### src/rtl/ball_motion_engine.sv
// Pong ball physics: one position update per video frame, with wall and
// paddle bounces, miss detection and a serve delay at the centre.
module ball_motion_engine #(
    parameter int H_ACTIVE     = 640,
    parameter int V_ACTIVE     = 480,
    parameter int BALL_SIZE    = 8,
    parameter int BALL_VEL     = 2,
    parameter int WALL_X       = 32,
    parameter int PADDLE_X_L   = 600,
    parameter int PADDLE_H     = 72,
    parameter int SERVE_FRAMES = 60
) (
    input  logic       CLK,
    input  logic       RESET,
    input  logic       CLK_25MHZ,
    input  logic [9:0] contador_x,
    input  logic [9:0] contador_y,
    input  logic [9:0] paddle_y,
    output logic [9:0] ball_x,
    output logic [9:0] ball_y,
    output logic [7:0] hit_count,
    output logic       hit_pulse,
    output logic       miss_pulse,
    output logic       in_play
);

    localparam logic [9:0]  CX  = 10'(H_ACTIVE / 2 - BALL_SIZE / 2);
    localparam logic [9:0]  CY  = 10'(V_ACTIVE / 2 - BALL_SIZE / 2);
    localparam logic [10:0] SZ  = 11'(BALL_SIZE);
    localparam logic [10:0] VEL = 11'(BALL_VEL);
    localparam logic [10:0] VA  = 11'(V_ACTIVE);
    localparam logic [10:0] HA  = 11'(H_ACTIVE);
    localparam logic [10:0] WX  = 11'(WALL_X);
    localparam logic [10:0] PXL = 11'(PADDLE_X_L);
    localparam logic [10:0] PH  = 11'(PADDLE_H);
    localparam logic [7:0]  SRV_LAST = 8'(SERVE_FRAMES - 1);

    typedef enum logic {SERVE, PLAY} state_t;

    state_t     state_q, state_d;
    logic [7:0] serve_cnt_q, serve_cnt_d;
    logic [9:0] ball_x_q, ball_x_d;
    logic [9:0] ball_y_q, ball_y_d;
    logic       dx_left_q, dx_left_d;
    logic       dy_up_q, dy_up_d;
    logic [7:0] hit_q, hit_d;
    logic       hit_pulse_q, hit_pulse_d;
    logic       miss_pulse_q, miss_pulse_d;

    logic        frame_tick;
    logic [10:0] x11, y11, py11, x_r;
    logic        overlap;

    assign frame_tick = CLK_25MHZ && (contador_x == 10'd0)
                        && (contador_y == 10'(V_ACTIVE));

    assign x11     = {1'b0, ball_x_q};
    assign y11     = {1'b0, ball_y_q};
    assign py11    = {1'b0, paddle_y};
    assign x_r     = x11 + SZ;
    assign overlap = (y11 + SZ > py11) && (y11 < py11 + PH);

    always_comb begin
        state_d      = state_q;
        serve_cnt_d  = serve_cnt_q;
        ball_x_d     = ball_x_q;
        ball_y_d     = ball_y_q;
        dx_left_d    = dx_left_q;
        dy_up_d      = dy_up_q;
        hit_d        = hit_q;
        hit_pulse_d  = 1'b0;
        miss_pulse_d = 1'b0;
        if (frame_tick) begin
            unique case (state_q)
                SERVE: begin
                    if (serve_cnt_q == SRV_LAST) begin
                        state_d     = PLAY;
                        serve_cnt_d = 8'd0;
                    end else begin
                        serve_cnt_d = serve_cnt_q + 8'd1;
                    end
                end
                PLAY: begin
                    if (!dy_up_q && (y11 + SZ + VEL >= VA)) begin
                        ball_y_d = 10'(VA - SZ);
                        dy_up_d  = 1'b1;
                    end else if (dy_up_q && (y11 <= VEL)) begin
                        ball_y_d = 10'd0;
                        dy_up_d  = 1'b0;
                    end else if (dy_up_q) begin
                        ball_y_d = 10'(y11 - VEL);
                    end else begin
                        ball_y_d = 10'(y11 + VEL);
                    end

                    if (dx_left_q) begin
                        if (x11 <= WX + VEL) begin
                            ball_x_d  = 10'(WX);
                            dx_left_d = 1'b0;
                        end else begin
                            ball_x_d = 10'(x11 - VEL);
                        end
                    end else if ((x_r <= PXL) && (x_r + VEL >= PXL)
                                 && overlap) begin
                        ball_x_d    = 10'(PXL - SZ);
                        dx_left_d   = 1'b1;
                        hit_pulse_d = 1'b1;
                        hit_d = (hit_q == 8'hFF) ? hit_q : hit_q + 8'd1;
                    end else if (x_r + VEL >= HA) begin
                        // Miss discards the vertical result, keeps directions.
                        miss_pulse_d = 1'b1;
                        hit_d        = 8'd0;
                        state_d      = SERVE;
                        ball_x_d     = CX;
                        ball_y_d     = CY;
                        dy_up_d      = dy_up_q;
                    end else begin
                        ball_x_d = 10'(x11 + VEL);
                    end
                end
            endcase
        end
    end

    always_ff @(posedge CLK) begin
        if (RESET) begin
            state_q      <= SERVE;
            serve_cnt_q  <= 8'd0;
            ball_x_q     <= CX;
            ball_y_q     <= CY;
            dx_left_q    <= 1'b0;
            dy_up_q      <= 1'b0;
            hit_q        <= 8'd0;
            hit_pulse_q  <= 1'b0;
            miss_pulse_q <= 1'b0;
        end else begin
            state_q      <= state_d;
            serve_cnt_q  <= serve_cnt_d;
            ball_x_q     <= ball_x_d;
            ball_y_q     <= ball_y_d;
            dx_left_q    <= dx_left_d;
            dy_up_q      <= dy_up_d;
            hit_q        <= hit_d;
            hit_pulse_q  <= hit_pulse_d;
            miss_pulse_q <= miss_pulse_d;
        end
    end

    assign ball_x     = ball_x_q;
    assign ball_y     = ball_y_q;
    assign hit_count  = hit_q;
    assign hit_pulse  = hit_pulse_q;
    assign miss_pulse = miss_pulse_q;
    assign in_play    = (state_q == PLAY);

endmodule
### config.mk
export PLATFORM = sky130hd
export DESIGN_NAME = ball_motion_engine
export DESIGN_NICKNAME = d
export VERILOG_FILES = /design/src/rtl/ball_motion_engine.sv
export SDC_FILE = /design/constraint.sdc
export NUM_CORES = 1
export LEC_CHECK = 0
export BUFFER_PORTS_ARGS = -buffer_cell sky130_fd_sc_hd__buf_2
export CAP_MARGIN = 10
export CORE_MARGIN = 2
export CORE_UTILIZATION = 55
export CTS_CLUSTER_DIAMETER = 50
export DETAILED_ROUTE_END_ITERATION = 16
export PLACE_DENSITY = 0.78
export REMOVE_ABC_BUFFERS = 1
export SYNTH_ARGS = -nofsm -noshare
export SYNTH_HDL_FRONTEND = slang
export SYNTH_SLANG_ARGS = --single-unit
### constraint.sdc
create_clock -name CLK -period 4.3 [get_ports CLK]
set_clock_uncertainty 0.05 [all_clocks]
set_input_delay 0.86 -clock CLK [delete_from_list [all_inputs] [get_ports CLK]]
set_output_delay 0.86 -clock CLK [all_outputs]
set_load 0.01 [all_outputs]
; Yosys cells after proc, flatten, opt, wreduce, memory -nomap -nowiden
; Index checks and enable logic that the tools add are counted.
[word_totals]
out_inout_bits = 31
register_bits = 41
in_bits = 33
[op_classes]
add_sub_neg = 11
magnitude_cmp = 8
bitwise_logic = 3
n_mux = 28
reduce_logical = 16
n_eq_ne = 5
[op_table]
columns = cell, n
row1 = 10-bit two-way mux, 10
row2 = 8-bit two-way mux, 4
row3 = 10-bit by 4-bit adder with 11-bit output (second input constant), 2
row4 = 11-bit by 2-bit adder with 11-bit output (second input constant), 2
row5 = 11-bit by 10-bit >= comparator with 1-bit output (second input constant), 2
row6 = 10-bit by 2-bit adder with 10-bit output (second input constant), 2
row7 = 10-bit by 2-bit subtractor with 10-bit output (second input constant), 2
row8 = 8-bit by 1-bit adder with 8-bit output (second input constant), 2
row9 = 1-bit two-way mux, 13
row10 = 10-bit by 7-bit adder with 11-bit output (second input constant), 1
row11 = 11-bit by 9-bit >= comparator with 1-bit output (second input constant), 1
row12 = 11-bit by 10-bit greater-than comparator with 1-bit output, 1
row13 = 11-bit by 10-bit <= comparator with 1-bit output (second input constant), 1
row14 = 10-bit by 11-bit < comparator with 1-bit output, 1
row15 = 10-bit by 9-bit equality test with 1-bit output (second input constant), 1
row16 = 10-bit by 2-bit <= comparator with 1-bit output (second input constant), 1
row17 = 10-bit by 6-bit <= comparator with 1-bit output (second input constant), 1
row18 = 10-bit zero test, 1
row19 = 8-bit by 6-bit equality test with 1-bit output (second input constant), 1
row20 = 8-bit equality test (second input constant), 1
row21 = 1-bit logical AND, 7
row22 = 5-bit AND reduction, 1
row23 = 5-bit OR reduction, 1
row24 = 2-bit AND reduction, 2
row25 = other kinds (8), 10

; Depth between registers and ports, before layout
[logic_depth]
word_depth = 8
ltp_mapped = 15
mapped_depth_nobuf = 14

; Worst setup path before layout
; No wires, ideal clock.
[synth_timing]
kind = input -> register
from = in paddle_y[5]
to = reg ball_x_q[3] (netlist: ball_x[3])
required_ps = 4131
setup_slack_ps = 814
setup_ps = 119
path_stages = 14
arrival_time_ps = 3317
cell_sequence = and3_1 o21ai_0 xnor2_1 ha_1 nand2_1 nor2_1 a2111oi_0 a21oi_1 nor4_2 o21a_1 buf_6 nor2_2 a311oi_2 nor2_1
[synth_between]
elab_chain_len = 6
elab_cells_between_ends = 7
classes_between = 1 x add/sub / 2 x order compare / 2 x mux / 2 x reduce/logical
[synth_lines]
columns = item, line_no
row1 = start: declaration, 18  ; input logic [9:0] paddle_y,
row2 = 10-bit by 7-bit adder with 11-bit output, 61  ; assign overlap = (y11 + SZ > py11) && (y11 < py11 + PH);
row3 = 10-bit by 11-bit < comparator with 1-bit output, 61
row4 = 1-bit logical AND *, 61
row5 = 1-bit logical AND *, 104  ; && overlap) begin
row6 = 10-bit two-way mux *, 103  ; end else if ((x_r <= PXL) && (x_r + VEL >= PXL)
row7 = 10-bit two-way mux *, 96  ; if (dx_left_q) begin
row8 = end signal: assignment, 139  ; ball_x_q <= ball_x_d;
row9 = end: declaration, 42  ; logic [9:0] ball_x_q, ball_x_d;
; Mark *: on every way between the ends. The rest lies on a longest branch, timed or not.
; A chain may end at the register's enable or synchronous reset.

; Worst setup path after layout
[layout_timing]
from = in paddle_y[5]
to = reg ball_y_q[8] (netlist: ball_y[8])
[layout_between]
elab_chain_len = 6
elab_cells_between_ends = 7
classes_between = 1 x add/sub / 2 x order compare / 2 x mux / 2 x reduce/logical
[layout_lines]
columns = item, line_no
row1 = 10-bit by 7-bit adder with 11-bit output, 61
row2 = 10-bit by 11-bit < comparator with 1-bit output, 61
row3 = 1-bit logical AND *, 61
row4 = 1-bit logical AND *, 104
row5 = 10-bit two-way mux *, 103
row6 = 10-bit two-way mux *, 96
row7 = end signal: assignment, 140  ; ball_y_q <= ball_y_d;
row8 = end: declaration, 43  ; logic [9:0] ball_y_q, ball_y_d;
; Marked as above.

==> run metrics <==
Distinct cells, synth between 70 and 80; maxcap violations 0; largest net degree at the start of global routing 30; RD Place Congestion approximately 0.90; post-synthesis mux area share less than 1%; Ant. Diodes 0; Worst-Margin Slew 0.938 ns; CTS tree done; Final Max Tran Viols 0; RSZ-0062 raised after global routing false; post-cts resize count 0; Final Critical Period approximately 3.8 ns; IO Count 64; Final #Nets 620; drt drc 0; Seq cells post-synth 40; critical path, cell by cell buf_2, and3_1, o21ai_0, xnor2_1, ha_1, nand4_1, nor2_1, o31ai_1, a21oi_1, nor4_2, nor4_2, buf_4, a21oi_1, a21oi_1, nor2_1; worst vdd ir 0.000112 V; crit path max-delay cell type nor4_2; post-route ant nets 0; Netlist Area Pre-Place 3870 µm²; Seq/Total Area, Yosys 20.7%; most frequent cell after synthesis nor2_1; endpoint class of the critical path flip-flop; CTS root buffer clkbuf_8; Fin. Hold Viols 0; Avg WL per Cell around 15 µm; Pre-Repair DR Iteration Count 5; share of layout cells above drive strength 1 a little under a fifth; Crit path max-delay family simple AND/OR/NAND/NOR gates; Mapped Cells 511; status finished clean; dpl ws 0.203 ns; post-synthesis simple-gate area fraction 28.7%; arrival time worst endpoint around 3.9 ns; compound-gate portion of the synthesized area approximately 25%; Initial Utilization between 50% and 60%; register area 801 µm²; Fin Hold WS 0.438 ns; ys async rst share 0%; Final WS setup ~0.48 ns; Die Area just under 8000 µm²; Synth Area in Adders between 10% and 20%; htree depth 2; chip height 87.8 µm; vias per cell ~6.0; global-route wire length before repair 15,900 µm; Main synth FF type dfxtp_1; initial DRC count 218; CTS buffer count 5; Min-Delay Path Class flip-flop to flip-flop; DR vias 3,884; Post-synth EDFFs 0; Synth top area share about a fifth; Synth Area in XOR/XNOR under 10%; synthesis-to-layout area growth 10.5%; Synth area leader dfxtp_1; largest family of logic cells by synthesized area simple AND/OR/NAND/NOR gates; critical path launch point type input pin; Placeable Area just under 7000 µm²; final worst-path cycle share 88.8%; slowest stage delay, CP 0.78 ns; Fill cells a little over 600; Worst EP required around 4.4 ns; pwr/cell area 167 nW/µm²; area occupied by multi-input gates approximately 2800 µm²; Setup violations, final 0; Detailed Route WL approximately 9500 µm; Post-DP HPWL 7290 µm; most used cell, CP a21oi_1; Reg clk slew, reported paths 0.07 ns; Post-synth top cells nor2_1 (44), dfxtp_1 (40), a21oi_1 (37), nand2_1 (36), ha_1 (32); Site Rows 30; Avg Cell Area, Syn roughly 7.6 µm²; IO buf count between 60 and 70; GRT Residual Overflow 0; clk sink count 40; Tot Pwr around 0.71 mW; CTS max path bufs 2; fmax ~260 MHz; Clk Latency, worst-skew pair 0.29 ns; Synth area leaders dfxtp_1 (21%), ha_1 (10%), xnor2_1 (5.7%); crit path max fanout 9; setup TNS 0 ns; count of buffer and inverter cells on the critical path 2; Setup CP Type input pin to flip-flop; Leak ~1.7 nW; Yosys warning count 0; GRT Util Overall about a quarter; hold buffers post-CTS 0; Die W 87.8 µm; postcts setup bufs 0; vias in the first global route 3,538; Slew HR approximately 36%; initial antenna violation count 0
cells in the final DEF, fill, tap and decap left out, types with 9 or more instances in the layout:
cell type,netlist,layout
inv_1,28,28
and3_1,11,11
nand3_1,15,15
nand4_1,11,11
nand2_1,36,36
ha_1,32,32
buf_2,14,62
o21ai_0,25,25
a21oi_1,37,37
nor3_1,18,18
xnor2_1,25,25
or3_1,9,9
nor2_1,44,44
dfxtp_1,40,40
registers in the layout, summed over array words and instances (netlist names):
signal       flops
ball_y          10
dy_up_q          1
hit_pulse        1
miss_pulse       1
ball_x           9
serve_cnt_q      8
dx_left_q        1
hit_count        8
in_play          1
path summary, 6_finish.rpt:
| path | startpoint | endpoint | slack, ns | cells past startpoint |
|---|---|---|---|---|
| setup / recovery | paddle_y[5] | ball_y[8]$_SDFFE_PP0P_ | 0.48 | 15 |
| hold / removal | ball_y[0]$_SDFFE_PP0P_ | ball_y[0]$_SDFFE_PP0P_ | 0.44 | 2 |
| setup reg to reg | ball_y[5]$_SDFFE_PP1P_ | ball_y[8]$_SDFFE_PP0P_ | 0.54 | 14 |
| hold reg to reg | ball_y[0]$_SDFFE_PP0P_ | ball_y[0]$_SDFFE_PP0P_ | 0.44 | 2 |
routing by layer:
layer,up-vias,GRT usage [%],routed length (µm)
met1,1779,32.6,4250
li1,1952,-,-
met5,-,0,0
met3,12,3.86,564
met4,0,6.71,102
met2,141,43.8,4590
tightest hold or removal path: cells and delay by family, from the launching register on:
family        cells  cell delay (ns)
buf+inv           1             0.07
simple gates      1             0.05
flops             1             0.33
kinds of logic after synthesis:
logic type      count (synthesis)
xor+xnor                       32
buf+inv                        60
simple gates                  200
flops                          40
other cells                     1
mux                             3
compound gates                143
fa+ha+maj                      32
metrics by stage:
step	std cells	area [µm²]	util, %
6_report	651	4270	62.9
5_1_grt	651	4270	62.9
4_1_cts	651	4270	62.9
3_5_place_dp	644	4190	61.7
3_3_place_gp	644	4190	61.7
2_1_floorplan	479	3710	-
final cells by class:
cell class | instances | area share (%)
clock buffers | 6 | 1.70
repair buffers | 69 | 8.50
inverters | 28 | 2.46
clock inverters | 1 | 0.117
flip-flops and latches | 40 | 18.8
well taps | 96 | 2.81
multi-input cells | 411 | 65.7
power by group:
part	switching [mW]	internal, mW	total, mW
Sequential	0.00753	0.372	0.379
Clock	0.125	0.110	0.236
Combinational	0.0514	0.0460	0.0975
No activity file was read; power rests on OpenSTA's default activity.
